### src/rtl/dcpu_inst_mem_loader.sv
// Instruction memory for the D-CPU: combinational fetch port for the core plus a
// host byte-stream loader (high byte first) that writes 16-bit words while the core is held.
`timescale 1ns/1ps
module dcpu_inst_mem_loader #(
    parameter int          ADDR_W   = 8,
    parameter logic [15:0] NOP_WORD = 16'h0000
) (
    input  logic              CLK,
    input  logic              RST,
    input  logic [ADDR_W-1:0] InstMemAddr,
    output logic [15:0]       Inst,
    input  logic              LdStart,
    input  logic [ADDR_W-1:0] LdBase,
    input  logic [ADDR_W:0]   LdCount,
    input  logic              ByteValid,
    input  logic [7:0]        ByteData,
    output logic              ByteReady,
    output logic              Busy,
    output logic              Done,
    output logic              Err
);

    localparam int                DEPTH     = 1 << ADDR_W;
    localparam logic [ADDR_W:0]   CNT_ZERO  = {(ADDR_W+1){1'b0}};
    localparam logic [ADDR_W:0]   CNT_ONE   = {{ADDR_W{1'b0}}, 1'b1};
    localparam logic [ADDR_W-1:0] ADDR_ZERO = {ADDR_W{1'b0}};
    localparam logic [ADDR_W-1:0] ADDR_ONE  = {{(ADDR_W-1){1'b0}}, 1'b1};

    typedef enum logic [1:0] {
        ST_IDLE = 2'd0,
        ST_HI   = 2'd1,
        ST_LO   = 2'd2,
        ST_DONE = 2'd3
    } state_t;

    state_t            state_q, state_d;
    logic [ADDR_W-1:0] addr_q, addr_d;
    logic [ADDR_W:0]   cnt_q, cnt_d;
    logic [7:0]        hi_q, hi_d;
    logic              err_d;
    logic              busy_q, ready_q, done_q, err_q;
    logic              byte_acc_s;
    logic              wr_en_s;

    logic [15:0]       mem_q [DEPTH];

    assign byte_acc_s = ByteValid & ready_q;

    // Next-state, load bookkeeping and reject detection
    always_comb begin
        state_d = state_q;
        addr_d  = addr_q;
        cnt_d   = cnt_q;
        hi_d    = hi_q;
        err_d   = 1'b0;
        wr_en_s = 1'b0;
        case (state_q)
            ST_IDLE: begin
                if (LdStart) begin
                    if (LdCount != CNT_ZERO) begin
                        addr_d  = LdBase;
                        cnt_d   = LdCount;
                        state_d = ST_HI;
                    end else begin
                        err_d   = 1'b1;
                    end
                end else begin
                    state_d = ST_IDLE;
                end
            end
            ST_HI: begin
                err_d = LdStart;
                if (byte_acc_s) begin
                    hi_d    = ByteData;
                    state_d = ST_LO;
                end else begin
                    state_d = ST_HI;
                end
            end
            ST_LO: begin
                err_d = LdStart;
                if (byte_acc_s) begin
                    wr_en_s = 1'b1;
                    // Address wraps naturally at 2^ADDR_W
                    addr_d  = addr_q + ADDR_ONE;
                    cnt_d   = cnt_q - CNT_ONE;
                    if (cnt_q == CNT_ONE) begin
                        state_d = ST_DONE;
                    end else begin
                        state_d = ST_HI;
                    end
                end else begin
                    state_d = ST_LO;
                end
            end
            ST_DONE: begin
                err_d   = LdStart;
                state_d = ST_IDLE;
            end
            default: begin
                state_d = ST_IDLE;
            end
        endcase
    end

    // State and registered status outputs, decoded from the next state
    always_ff @(posedge CLK or posedge RST) begin
        if (RST) begin
            state_q <= ST_IDLE;
            addr_q  <= ADDR_ZERO;
            cnt_q   <= CNT_ZERO;
            hi_q    <= 8'h00;
            busy_q  <= 1'b0;
            ready_q <= 1'b0;
            done_q  <= 1'b0;
            err_q   <= 1'b0;
        end else begin
            state_q <= state_d;
            addr_q  <= addr_d;
            cnt_q   <= cnt_d;
            hi_q    <= hi_d;
            busy_q  <= (state_d != ST_IDLE);
            ready_q <= (state_d == ST_HI) || (state_d == ST_LO);
            done_q  <= (state_d == ST_DONE);
            err_q   <= err_d;
        end
    end

    // Word write; the array is deliberately not reset so program contents survive RST
    always_ff @(posedge CLK) begin
        if (wr_en_s) begin
            mem_q[addr_q] <= {hi_q, ByteData};
        end
    end

    // Fetch port: NOP while a load is in progress so the core never sees a half-written program
    always_comb begin
        if (busy_q) begin
            Inst = NOP_WORD;
        end else begin
            Inst = mem_q[InstMemAddr];
        end
    end

    assign ByteReady = ready_q;
    assign Busy      = busy_q;
    assign Done      = done_q;
    assign Err       = err_q;

endmodule
### config.mk
export PLATFORM = sky130hd
export DESIGN_NAME = dcpu_inst_mem_loader
export DESIGN_NICKNAME = d
export VERILOG_FILES = /design/src/rtl/dcpu_inst_mem_loader.sv
export SDC_FILE = /design/constraint.sdc
export NUM_CORES = 2
export LEC_CHECK = 0
export ABC_AREA = 1
export CAP_MARGIN = 30
export CORE_AREA = 2 2 582 584
export DETAILED_ROUTE_END_ITERATION = 8
export DIE_AREA = 0 0 584 586
export PLACE_DENSITY = 0.7
export SYNTH_ARGS = -nofsm -noshare
export SYNTH_HDL_FRONTEND = slang
export SYNTH_SLANG_ARGS = --single-unit
export TNS_END_PERCENT = 20
### constraint.sdc
create_clock -name CLK -period 4.03 [get_ports CLK]
set_clock_uncertainty 0.05 [all_clocks]
set_input_delay 0.806 -clock CLK [delete_from_list [all_inputs] [get_ports CLK]]
set_output_delay 0.806 -clock CLK [all_outputs]
set_load 0.05 [all_outputs]
==> results by stage <==
Setup path:
- The startpoint class of the critical path is an input port.
- The data required time of the worst path is 3.17 ns.
- The arrival time of the worst setup path is 3.49 ns.
- The worst setup path is of the input port to output pin kind.
- The worst register-to-register path ends at mem_q[57][1].
- The setup slack of the worst register-to-register path is 0.66 ns.
- In this run the worst path has a maximum fanout of 11.
- The number of cells on the worst reg-to-reg path is 8.
- The critical path endpoint category is an output pin.
- The reg-to-reg startpoint is state_q[0].

Floorplanning:
- The initial core utilization is 49.8%.
- The die outline height is 586 um.
- The number of top-level pins is 57.
- The floorplan die width is 584 um.
- The die area is 342,000 sq um.
- The core footprint is 336,000 sq um.
- The number of cell rows is 213.

Routing:
- Wires add up to 509,000 um.
- After detailed routing, the average wire length per cell comes to 26.3 um.
- The count of TritonRoute iterations in the first routing pass is 6.
- The iteration-0 DRC count of the detailed router is 17,200.
- The number of routed nets with antenna violations is 0.
- The vias per cell is 6.04.
- The DRC violation count after routing is 0.
- The detailed router placed 117,000 vias in this run.

Yosys:
- After Yosys synthesis, XOR and XNOR cells account for 0.0262% of the synthesized area.
- The main combinational cell family by area after synthesis is simple AND/OR/NAND/NOR gates.
- In this run, synthesis inferred 4,096 flip-flops with an integrated enable.
- Summing the areas of all compound-gate instances in the mapped netlist gives 0.560% of the synthesized area.
- Of the post-synthesis cell area, the part taken by muxes is 0%.
- The number of standard cells after synthesis is 13,800.
- After synthesis, the most frequently instantiated cells are sky130_fd_sc_hd__nand2_1 (4,165), sky130_fd_sc_hd__edfxtp_1 (4,096), sky130_fd_sc_hd__nand3_1 (3,867).
- After synthesis the cells add up to 167,000 sq um.
- In the post-synthesis netlist, the biggest area contributors are sky130_fd_sc_hd__edfxtp_1 (74%), sky130_fd_sc_hd__nand3_1 (12%), sky130_fd_sc_hd__nand2_1 (9.4%).
- Sequential elements use 74.1% of the synthesized area.
- Summed over all instances, the cell type with the most area after synthesis is sky130_fd_sc_hd__edfxtp_1.
- Yosys printed 0 warnings.
- The distinct cell type count of the synthesized netlist is 31.
- After synthesis, the share of flip-flops with an asynchronous set or reset is 0.751%.
- Counting every net in the synthesized netlist gives 13,800.
- The synthesized netlist devotes 22.0% of its cell area to simple gates.
- The most frequently used cell type in the post-synthesis netlist is sky130_fd_sc_hd__nand2_1.
- The post-synthesis register bit count is 4,127.
- Summing the areas of all fa, ha and maj instances in the mapped netlist gives 0.0599% of the synthesized area.
- The share of synthesized area in the top cell type comes to 73.6%.
- The most used flip-flop cell after synthesis is sky130_fd_sc_hd__edfxtp_1.
- The mean area per synthesized cell is 12.1 sq um.

Global route:
- The number of global-route vias before repair was 108,000.
- The overflow left after global routing is 0.
- The first global-routing pass estimated 720,000 um of wire.
- The all-layer global routing usage is 28.4%.
- The initial antenna violation count is 13.
- The largest net degree at the start of global routing is 134.

Cells and area:
- The number of fill cells in the layout is 25,200.
- The area growth from synthesis to layout is 18.5%.
- In the final design database the tool counted 14,600 nets.
- Cells fill 59.0% of the core in the end.
- The post-route netlist has 15.0% of its cells at a drive strength greater than 1.
- The finished layout holds 19,300 standard cells, fillers aside.
- Once layout is done, the placed cells without fillers occupy 198,000 sq um.

Status:
- The flow ran to the end, but the final reports show violations.
- The checks that failed: negative setup slack.

Timing:
- The final critical-path required period is 4.34 ns.
- For the pin with the worst max-slew slack, the measured transition is 1.10 ns.
- In this run the tightest slew margin relative to its limit is 26.9%.
- Setup slack on the critical path of the routed design comes to -0.313 ns.
- The number of failing setup endpoints in the final timing report is 16.
- The worst hold slack after final layout is 0.208 ns.
- The number of hold violations in the final report is 0.
- The final worst-path cycle share is 108%.
- For this run, the top clock speed supported by timing is 0.230 GHz.
- Setup repair after global routing could not meet its margin everywhere.
- The max-slew violation count is 0.

Place:
- The detailed placement HPWL is 296,000 um.
- The number of cells in the design after placement is 18,400.
- Summing all placed instances gives a cell area of 180,000 sq um.
- The final weighted congestion of routability-driven global placement is 0.896.
- The count of buffers inserted at the top-level ports is 56.

Run:
- The max-capacitance violation count is 0.

Clock network:
- The clock passes through at most 4 buffers.
- For this design, the sink count on the clock tree is 4,127.
- The clock root buffer is sky130_fd_sc_hd__clkbuf_16.
- The clock transition time at the flip-flop clock pins of the worst setup and hold paths is 0.06 ns.
- TritonCTS built the clock tree.
- The number of buffers created by CTS is 411.
- The number of H-tree levels is 5.
- Clock latency on the worst-skew pair, taken at its later pin, is 0.98 ns.

Power and ir drop:
- In this run the power density over the cells is 513 nW/um^2.
- The post-route total power is 0.102 W.
- IR analysis of the VDD net gives a maximum drop of 0.570 mV.
- The static leakage is 71.0 nW.

Worst hold path:
- The class of the most critical hold timing path is input port to async pin.
## through the flow
stage	setup slack (ns)	setup TNS, ns
detailed placement	-0.890	-10.53
CTS	-0.365	-4.91
floorplan	0.529	0
finish	-0.313	-4.32
global placement	-0.884	-10.61
global route	-0.292	-3.96
## cells by family (layout without fill, tap and decap cells)
kind of cell,after synthesis,count (layout)
flops,4127,4127
xor+xnor,5,5
other cells,0,16
simple gates,8497,8497
buf+inv,994,2077
compound gates,173,173
fa+ha+maj,8,8
## layer usage
layer / GRT usage (%) / wire (um) / vias up
met1: 38.5 / 184000 / 56900
met5: 0 / 63 / -
met2: 44.6 / 238000 / 7790
li1: - / - / 50800
met3: 4.95 / 60100 / 1173
met4: 13.9 / 27100 / 10
## critical path, stage by stage
cell and delay [ns]:
sky130_fd_sc_hd__buf_16 0.13, sky130_fd_sc_hd__buf_12 0.13, sky130_fd_sc_hd__clkinv_16 0.09, sky130_fd_sc_hd__buf_16 0.23, sky130_fd_sc_hd__buf_4 0.15, sky130_fd_sc_hd__clkbuf_16 0.16, sky130_fd_sc_hd__nand2_1 0.06, sky130_fd_sc_hd__nand3_1 0.06
sky130_fd_sc_hd__nand3_1 0.18, sky130_fd_sc_hd__nand3_1 0.11, sky130_fd_sc_hd__nand3_1 0.14, sky130_fd_sc_hd__nand3_2 0.13, sky130_fd_sc_hd__nand3_4 0.16, sky130_fd_sc_hd__nand3_4 0.16, sky130_fd_sc_hd__buf_12 0.18, sky130_fd_sc_hd__nand2_1 0.12
sky130_fd_sc_hd__nor2_2 0.08, sky130_fd_sc_hd__buf_4 0.15, sky130_fd_sc_hd__buf_12 0.14
## state kept, by name (all words and copies together), names as in the netlist, 2 cells and up
register,flops
cnt_q,9
hi_q,8
addr_q,8
state_q,2
mem_q,4096
## where the power goes
group | total (W) | internal [W] | switching (W)
clock network | 0.0388 | 0.0222 | 0.0166
logic | 0.0118 | 0.00303 | 0.00875
registers | 0.0511 | 0.0501 | 0.000923
total | 0.102 | 0.0754 | 0.0262
## how the worst max path moves through the flow
stage / to / cells past startpoint / from / slack [ns]
final: Inst[12] / 19 / InstMemAddr[0] / -0.31
after global routing: Inst[8] / 20 / InstMemAddr[0] / -0.29
after CTS: Inst[2] / 18 / InstMemAddr[1] / -0.37
after detailed placement: Inst[8] / 18 / InstMemAddr[0] / -0.89
after global placement: Inst[8] / 18 / InstMemAddr[0] / -0.88
after floorplan: Inst[6] / 12 / InstMemAddr[2] / 0.53
## cell type report
class / count / area [sq um] / area share, %
Antenna cell: 16 / 40.0 / 0.0202
Clock buffer: 501 / 10800 / 5.45
Clock inverter: 253 / 2780 / 1.40
Inverter: 50 / 255 / 0.129
Multi-Input combinational cell: 8683 / 40100 / 20.3
Sequential cell: 4127 / 124000 / 62.5
Tap cell: 4407 / 5510 / 2.78
Timing Repair Buffer: 1271 / 14700 / 7.42
Timing Repair inverter: 2 / 50.0 / 0.0253
## timing repair
action | CTS | global route
hold buffers | 0 | 0
gates cloned | 11 | 43
pin swaps | 8 | 54
endpoints found under the setup margin | 16 | 16
setup buffers | 5 | 39
gates resized for setup | 154 | 428
## layout by cell type, fill, tap and decap left out, drive strengths merged, types with 8 or more instances in the layout
cell           Yosys  routed
nand2           4165    4165
edfxtp          4096    4096
nand3           3867    3867
buf              741    1197
clkbuf           203     544
nor2             434     434
clkinv             2     186
o21ai             91      91
inv               48      56
bufinv             0      48
a21oi             36      36
o22ai             34      34
dfrtp             31      31
clkdlybuf4s50      0      25
nor3              21      21
diode              0      16
clkinvlp           0      15
nand4              9       9
ha                 8       8
No activity file was read; power rests on OpenSTA's default activity.
